--- config.mk ---
export PLATFORM = sky130hd
export DESIGN_NAME = regs_wb_arbiter
export DESIGN_NICKNAME = d
export VERILOG_FILES = /design/src/rtl/regs_wb_arbiter.sv
export SDC_FILE = /design/constraint.sdc
export NUM_CORES = 1
export LEC_CHECK = 0
export CAP_MARGIN = 20
export CORE_MARGIN = 5
export CORE_UTILIZATION = 46
export CTS_CLUSTER_SIZE = 8
export DETAILED_ROUTE_END_ITERATION = 16
export HOLD_SLACK_MARGIN = 0.02
export PLACE_DENSITY = 0.87
export REMOVE_ABC_BUFFERS = 1
export SLEW_MARGIN = 5
export SYNTH_ARGS = -nofsm -noshare
export SYNTH_HDL_FRONTEND = slang
export SYNTH_SLANG_ARGS = --single-unit
export TNS_END_PERCENT = 50
--- constraint.sdc ---
create_clock -name clk -period 5.7 [get_ports clk]
set_input_delay 1.14 -clock clk [delete_from_list [all_inputs] [get_ports clk]]
set_output_delay 1.14 -clock clk [all_outputs]
set_load 0.02 [all_outputs]
--- src/rtl/regs_wb_arbiter.sv ---
// regs_wb_arbiter
//   Shares the register-file write port between the in-order MemWB writeback
//   and NREQ late-completion requesters (divider, load-miss refill, ...).
//   The pipeline writeback has priority. Late requesters are served
//   round-robin in cycles where the port is otherwise free. A starvation
//   counter forces a one-cycle pipeline stall (FORCE state) so that a waiting
//   late requester is always served eventually.
//
// Ports
//   clk            clock, all logic on posedge
//   reset          synchronous, active-low reset
//   wb_write_in    MemWB writeback valid
//   wb_id_in       MemWB destination register index
//   wb_data_in     MemWB writeback data
//   req_valid_in   late request valid, one bit per requester
//   req_id_in      late destination indices, requester i at [32*i+31:32*i]
//   req_data_in    late data, same packing as req_id_in
//   req_ready_out  combinational grant, one-hot or zero
//   stall_out      registered; high during the FORCE cycle
//   regs_write_out register-file write enable (registered, latency 1)
//   regs_wr_id_out register-file write index (holds when no write)
//   regs_data_out  register-file write data (holds when no write)
//   err_out        sticky protocol-violation flag
module regs_wb_arbiter #(
  parameter int unsigned NREQ         = 2,
  parameter int unsigned STARVE_LIMIT = 4
) (
  input  logic               clk,
  input  logic               reset,
  input  logic               wb_write_in,
  input  logic [31:0]        wb_id_in,
  input  logic [31:0]        wb_data_in,
  input  logic [NREQ-1:0]    req_valid_in,
  input  logic [NREQ*32-1:0] req_id_in,
  input  logic [NREQ*32-1:0] req_data_in,
  output logic [NREQ-1:0]    req_ready_out,
  output logic               stall_out,
  output logic               regs_write_out,
  output logic [31:0]        regs_wr_id_out,
  output logic [31:0]        regs_data_out,
  output logic               err_out
);

  localparam int unsigned PTR_W = (NREQ > 1) ? $clog2(NREQ) : 1;

  typedef enum logic {
    ST_NORMAL = 1'b0,
    ST_FORCE  = 1'b1
  } state_e;

  state_e            state_q, state_d;
  logic [PTR_W-1:0]  rr_ptr_q, rr_ptr_d;
  logic [7:0]        starve_cnt_q, starve_cnt_d;
  logic              err_q, err_d;
  logic              regs_write_q, regs_write_d;
  logic [31:0]       regs_wr_id_q, regs_wr_id_d;
  logic [31:0]       regs_data_q, regs_data_d;

  logic              wb_wins;
  logic              grant_found;
  logic              late_grant;
  logic [PTR_W-1:0]  grant_idx;
  logic [PTR_W-1:0]  grant_next_ptr;
  logic [31:0]       grant_id;
  logic [31:0]       grant_data;
  logic [2*NREQ-1:0] valid_rot;

  // Round-robin scan. The valid vector is doubled and shifted down by
  // rr_ptr so that bit k of the result is requester (rr_ptr+k) mod NREQ;
  // this keeps every select index a loop constant.
  always_comb begin
    int unsigned idx;
    idx         = 0;
    wb_wins     = (state_q == ST_NORMAL) && wb_write_in && (wb_id_in != '0);
    grant_found = 1'b0;
    grant_idx   = '0;
    valid_rot   = {req_valid_in, req_valid_in} >> rr_ptr_q;
    for (int unsigned k = 0; k < NREQ; k++) begin
      if (!grant_found && valid_rot[k]) begin
        grant_found = 1'b1;
        idx         = (32'(rr_ptr_q) + k) % NREQ;
        grant_idx   = PTR_W'(idx);
      end
    end
    late_grant     = grant_found && !wb_wins;
    grant_next_ptr = PTR_W'((32'(grant_idx) + 1) % NREQ);
  end

  // Select the granted requester's id and data.
  always_comb begin
    grant_id   = '0;
    grant_data = '0;
    for (int unsigned k = 0; k < NREQ; k++) begin
      if (PTR_W'(k) == grant_idx) begin
        grant_id   = req_id_in[32*k +: 32];
        grant_data = req_data_in[32*k +: 32];
      end
    end
  end

  // A grant is withheld while reset is low so an in-flight handshake cannot
  // complete without its write.
  always_comb begin
    req_ready_out = '0;
    if (late_grant && reset) begin
      req_ready_out = NREQ'(1) << grant_idx;
    end
  end

  always_comb begin
    state_d      = ST_NORMAL;
    rr_ptr_d     = rr_ptr_q;
    starve_cnt_d = starve_cnt_q;
    err_d        = err_q;
    regs_write_d = 1'b0;
    regs_wr_id_d = regs_wr_id_q;
    regs_data_d  = regs_data_q;

    if (late_grant) begin
      rr_ptr_d     = grant_next_ptr;
      starve_cnt_d = '0;
      // Index 0 is accepted but never written.
      if (grant_id != '0) begin
        regs_write_d = 1'b1;
        regs_wr_id_d = grant_id;
        regs_data_d  = grant_data;
      end
    end else if (wb_wins) begin
      regs_write_d = 1'b1;
      regs_wr_id_d = wb_id_in;
      regs_data_d  = wb_data_in;
    end

    if (state_q == ST_FORCE) begin
      if (wb_write_in || !grant_found) begin
        err_d = 1'b1;
      end
    end else if (!late_grant && (req_valid_in != '0)) begin
      if (starve_cnt_q == 8'(STARVE_LIMIT - 1)) begin
        state_d      = ST_FORCE;
        starve_cnt_d = '0;
      end else begin
        starve_cnt_d = starve_cnt_q + 8'd1;
      end
    end
  end

  always_ff @(posedge clk) begin
    if (!reset) begin
      state_q      <= ST_NORMAL;
      rr_ptr_q     <= '0;
      starve_cnt_q <= '0;
      err_q        <= 1'b0;
      regs_write_q <= 1'b0;
      regs_wr_id_q <= '0;
      regs_data_q  <= '0;
    end else begin
      state_q      <= state_d;
      rr_ptr_q     <= rr_ptr_d;
      starve_cnt_q <= starve_cnt_d;
      err_q        <= err_d;
      regs_write_q <= regs_write_d;
      regs_wr_id_q <= regs_wr_id_d;
      regs_data_q  <= regs_data_d;
    end
  end

  assign stall_out      = (state_q == ST_FORCE);
  assign regs_write_out = regs_write_q;
  assign regs_wr_id_out = regs_wr_id_q;
  assign regs_data_out  = regs_data_q;
  assign err_out        = err_q;

endmodule

==> summary.md, run 1 <==
| Metric | Value |
|---|---|
| 1st-iter DRT viols | `just over 600` |
| Fin. Hold Viols | `0` |
| Diodes inserted | `0` |
| IO Pins | `266` |
| Async S/R FF share, synth | `0` |
| TritonCTS Buffers | `9` |
| Port buffer count | `265` |
| Synth Warn # | `0` |
| Remaining DRCs | `0` |
| Int Pwr | `between 1 and 1.5 mW` |
| Placed cells | `roughly 1200` |
| DR vias/cell | `5.777` |
| Max Root-Sink Buffers | `2` |
| CP endpoint kind | `primary output` |
| Antenna violations before repair | `0` |
| Layout cell share with drive strength beyond 1 | `0.03269` |
| Die ar. | `~15000 sq um` |
| Initial Util | `0.4678` |
| Vias in the first global route | `6481` |
| Gr ovfl total | `0` |
| DP HPWL | `15060 um` |
| Routability Congestion | `0.8928` |
| Post-route antenna net violation count | `0` |
| DR pass1 iterations | `5` |
| Hold_buf cts | `0` |
| Critical path class | `input port to primary output` |
| Pre-CTS setup slack | `0.7714 ns` |
| Pleak | `3.528 nW` |
| Fmax | `197.1 MHz` |
| Num rows | `41` |
| Setup-failing EPs final | `0` |
| CP Data Required Time | `4.56 ns` |
| Chip Width | `123.3 um` |
| Routed via count | `7002` |
| Root Buffer | `clkbuf_16` |
| Maximum VDD drop | `around 0.15 mV` |
| Post-synthesis cell type count | `31` |
| Clk slew on worst S/H paths | `0.06 ns` |
| Clock Skews | `0.003437 ns` |
| Seq cells post-synth | `between 70 and 80` |
| Post CTS Setup Buffer Count | `0` |
| Seq/Total Area, Yosys | `0.2577` |
| Clock sinks | `76` |
| Largest net degree at the start of global routing | `78` |
| Final WS setup | `0.6261 ns` |
| Synth Cell Area | `just under 6000 sq um` |
| CTS tree | `yes` |
| Top FF cell, synth | `dfxtp_1` |
| Largest fanout on the critical path | `2` |
| Sequential Power Share | `0.339` |
| Tcrit/Tclk final | `0.8902` |
| Slew @ Worst Pin | `around 1 ns` |
| Worst hold path type | `register to register` |
| Syn Inst Count | `840` |
| Die H | `123.3 um` |
| First-pass GRT wire length | `33090 um` |
| Worst slew margin | `0.3294` |
| Post-CTS Resized | `0` |
| Clk pwr share | `0.351` |
| P&R area growth vs syn | `48.75%` |
| RSZ-0062 raised after global routing | `false` |
| CP Data Arrival Time | `about 3.9 ns` |
| Comb power frac | `0.310` |
| Core Area | `approximately 13000 sq um` |
| Status | `finished clean` |
| All-Layer GR Usage | `0.2720` |
| Final wirelength | `21820 um` |
| Clock H-tree levels | `3` |
| Total power | `1.795 mW` |
| Non-filler cells, final | `~1200` |
| Insertion delay to the later sink of the worst-skew pair | `0.33 ns` |
| Commonest non-fill, non-tap cells in the layout | `clkdlybuf4s50_1, nand2_1, dfxtp_1` |
| Max Cap Violations | `0` |
| Sw frac | `0.2973` |
| Mean routed wirelength per cell | `~18 um` |
| Mean Syn Cell Area | `about 7.0 sq um` |
| Fillcell total | `between 1000 and 1500` |
| Multi-input combinational cell area | `~3700 sq um` |
| Startpoint Class | `input port` |
| P_sw | `0.5338 mW` |
| Commonest non-fill, non-tap cell in the layout | `clkdlybuf4s50_1` |
| P per Cell Area | `about 200 nW/um^2` |
| Max-slew violations | `0` |
| Min Tclk post-route | `5.074 ns` |
| Nets | `1233` |
| EDFF count, synth | `0` |
| Register area | `1521 sq um` |
power groups by stage:
stage / Sequential (mW) / Clock (mW) / Combinational (mW)
detailed placement: 0.619 / 0 / 0.553
global route: 0.614 / 0.658 / 0.599
CTS: 0.608 / 0.638 / 0.557
finish: 0.608 / 0.631 / 0.557
floorplan: 0.668 / 0 / 0.207
global placement: 0.616 / 0 / 0.548
metrics by stage:
stage / hold slack (ns) / TNS, ns / instance area [sq um] / util
after floorplan: 0.4388 / -109.04 / 5468 / -
after global placement: 0.4552 / 0 / 8454 / 0.6699
after detailed placement: 0.4678 / 0 / 8454 / 0.6699
after CTS: 0.4817 / 0 / 8781 / 0.6958
after global routing: 0.4977 / 0 / 8781 / 0.6958
final: 0.4864 / 0 / 8781 / 0.6958
cells by family (layout without fill, tap and decap cells):
logic type	after synthesis	in the layout	synth area share
multiplexers	66	66	0.1119
flip-flops	76	76	0.2577
AO/OA/AOI/OAI	211	211	0.2664
buffers and inverters	155	355	0.1151
AND/OR/NAND/NOR	331	331	0.2467
adder cells (fa/ha/maj)	1	1	0.002119
flip-flops by register name, summed over array words and instances (netlist names):
| name | cells |
|---|---|
| err_out | 1 |
| regs_write_out | 1 |
| starve_cnt_q | 8 |
| regs_data_out | 32 |
| regs_wr_id_out | 32 |
| stall_out | 1 |
| rr_ptr_q | 1 |
critical path, cell delays in order:
cell and delay (ns):
clkdlybuf4s50_1 0.46, nor4_1 0.70, nand4_1 0.43, o21ai_4 0.24
nand3_1 0.13, nor2_1 0.18, clkdlybuf4s50_1 0.65
final cells by class:
class / instances / area share
clock buffer: 10 / 0.02722
clock inverter: 6 / 0.009974
inverter: 65 / 0.02779
multi-input combinational: 609 / 0.4263
sequential: 76 / 0.1733
tap: 172 / 0.02451
timing repair buffer: 274 / 0.3109
final timing paths:
check                                 start  slack [ns]                  to  cells after the start
worst max-delay path            wb_id_in[5]        0.63    req_ready_out[1]                      7
worst min-delay path                err_out        0.49             err_out                      1
worst max register to register     rr_ptr_q        2.59  regs_wr_id_out[18]                      7
worst min register to register      err_out        0.49             err_out                      1
cells in the mapped netlist (6+ instances only):
cell type	number	area, sq um
nor3_1	7	35.03
nand4_1	7	43.79
mux2i_1	66	660.6
buf_6	9	101.4
nor2_1	6	22.52
dfxtp_1	76	1521
nor4_1	24	150.1
inv_1	65	244.0
clkbuf_1	56	210.2
buf_2	24	120.1
o211ai_1	64	480.5
nand2_1	200	750.7
o21ai_0	67	335.3
o311a_1	64	640.6
nand3_1	74	370.4
routing by layer:
metal / global-route usage / share of wire / up-vias
met3: 0.08326 / 0.11 / 52
met4: 0.09689 / 0.027 / 0
li1: - / - / 3417
met5: 0 / 0 / -
met2: 0.4407 / 0.47 / 328
met1: 0.3419 / 0.40 / 3205
(Power assumes the default switching activity.)
==> run 2: changes to the inputs <==
--- a/config.mk
+++ b/config.mk
@@ -5,6 +5,7 @@
 export SDC_FILE = /design/constraint.sdc
 export NUM_CORES = 1
 export LEC_CHECK = 0
+export ABC_CLOCK_PERIOD_IN_PS = 5700
 export CAP_MARGIN = 20
 export CORE_MARGIN = 5
 export CORE_UTILIZATION = 46
==> results of run 2 <==
Same layout as run 1: the final DEF is identical, and so are final timing and power.
==> run 3: changes to the inputs <==
--- a/config.mk
+++ b/config.mk
@@ -6,7 +6,7 @@
 export NUM_CORES = 1
 export LEC_CHECK = 0
 export ABC_CLOCK_PERIOD_IN_PS = 5700
-export CAP_MARGIN = 20
+export CAP_MARGIN = 0
 export CORE_MARGIN = 5
 export CORE_UTILIZATION = 46
 export CTS_CLUSTER_SIZE = 8
==> results of run 3 <==
Same layout as run 1: the final DEF is identical, and so are final timing and power.
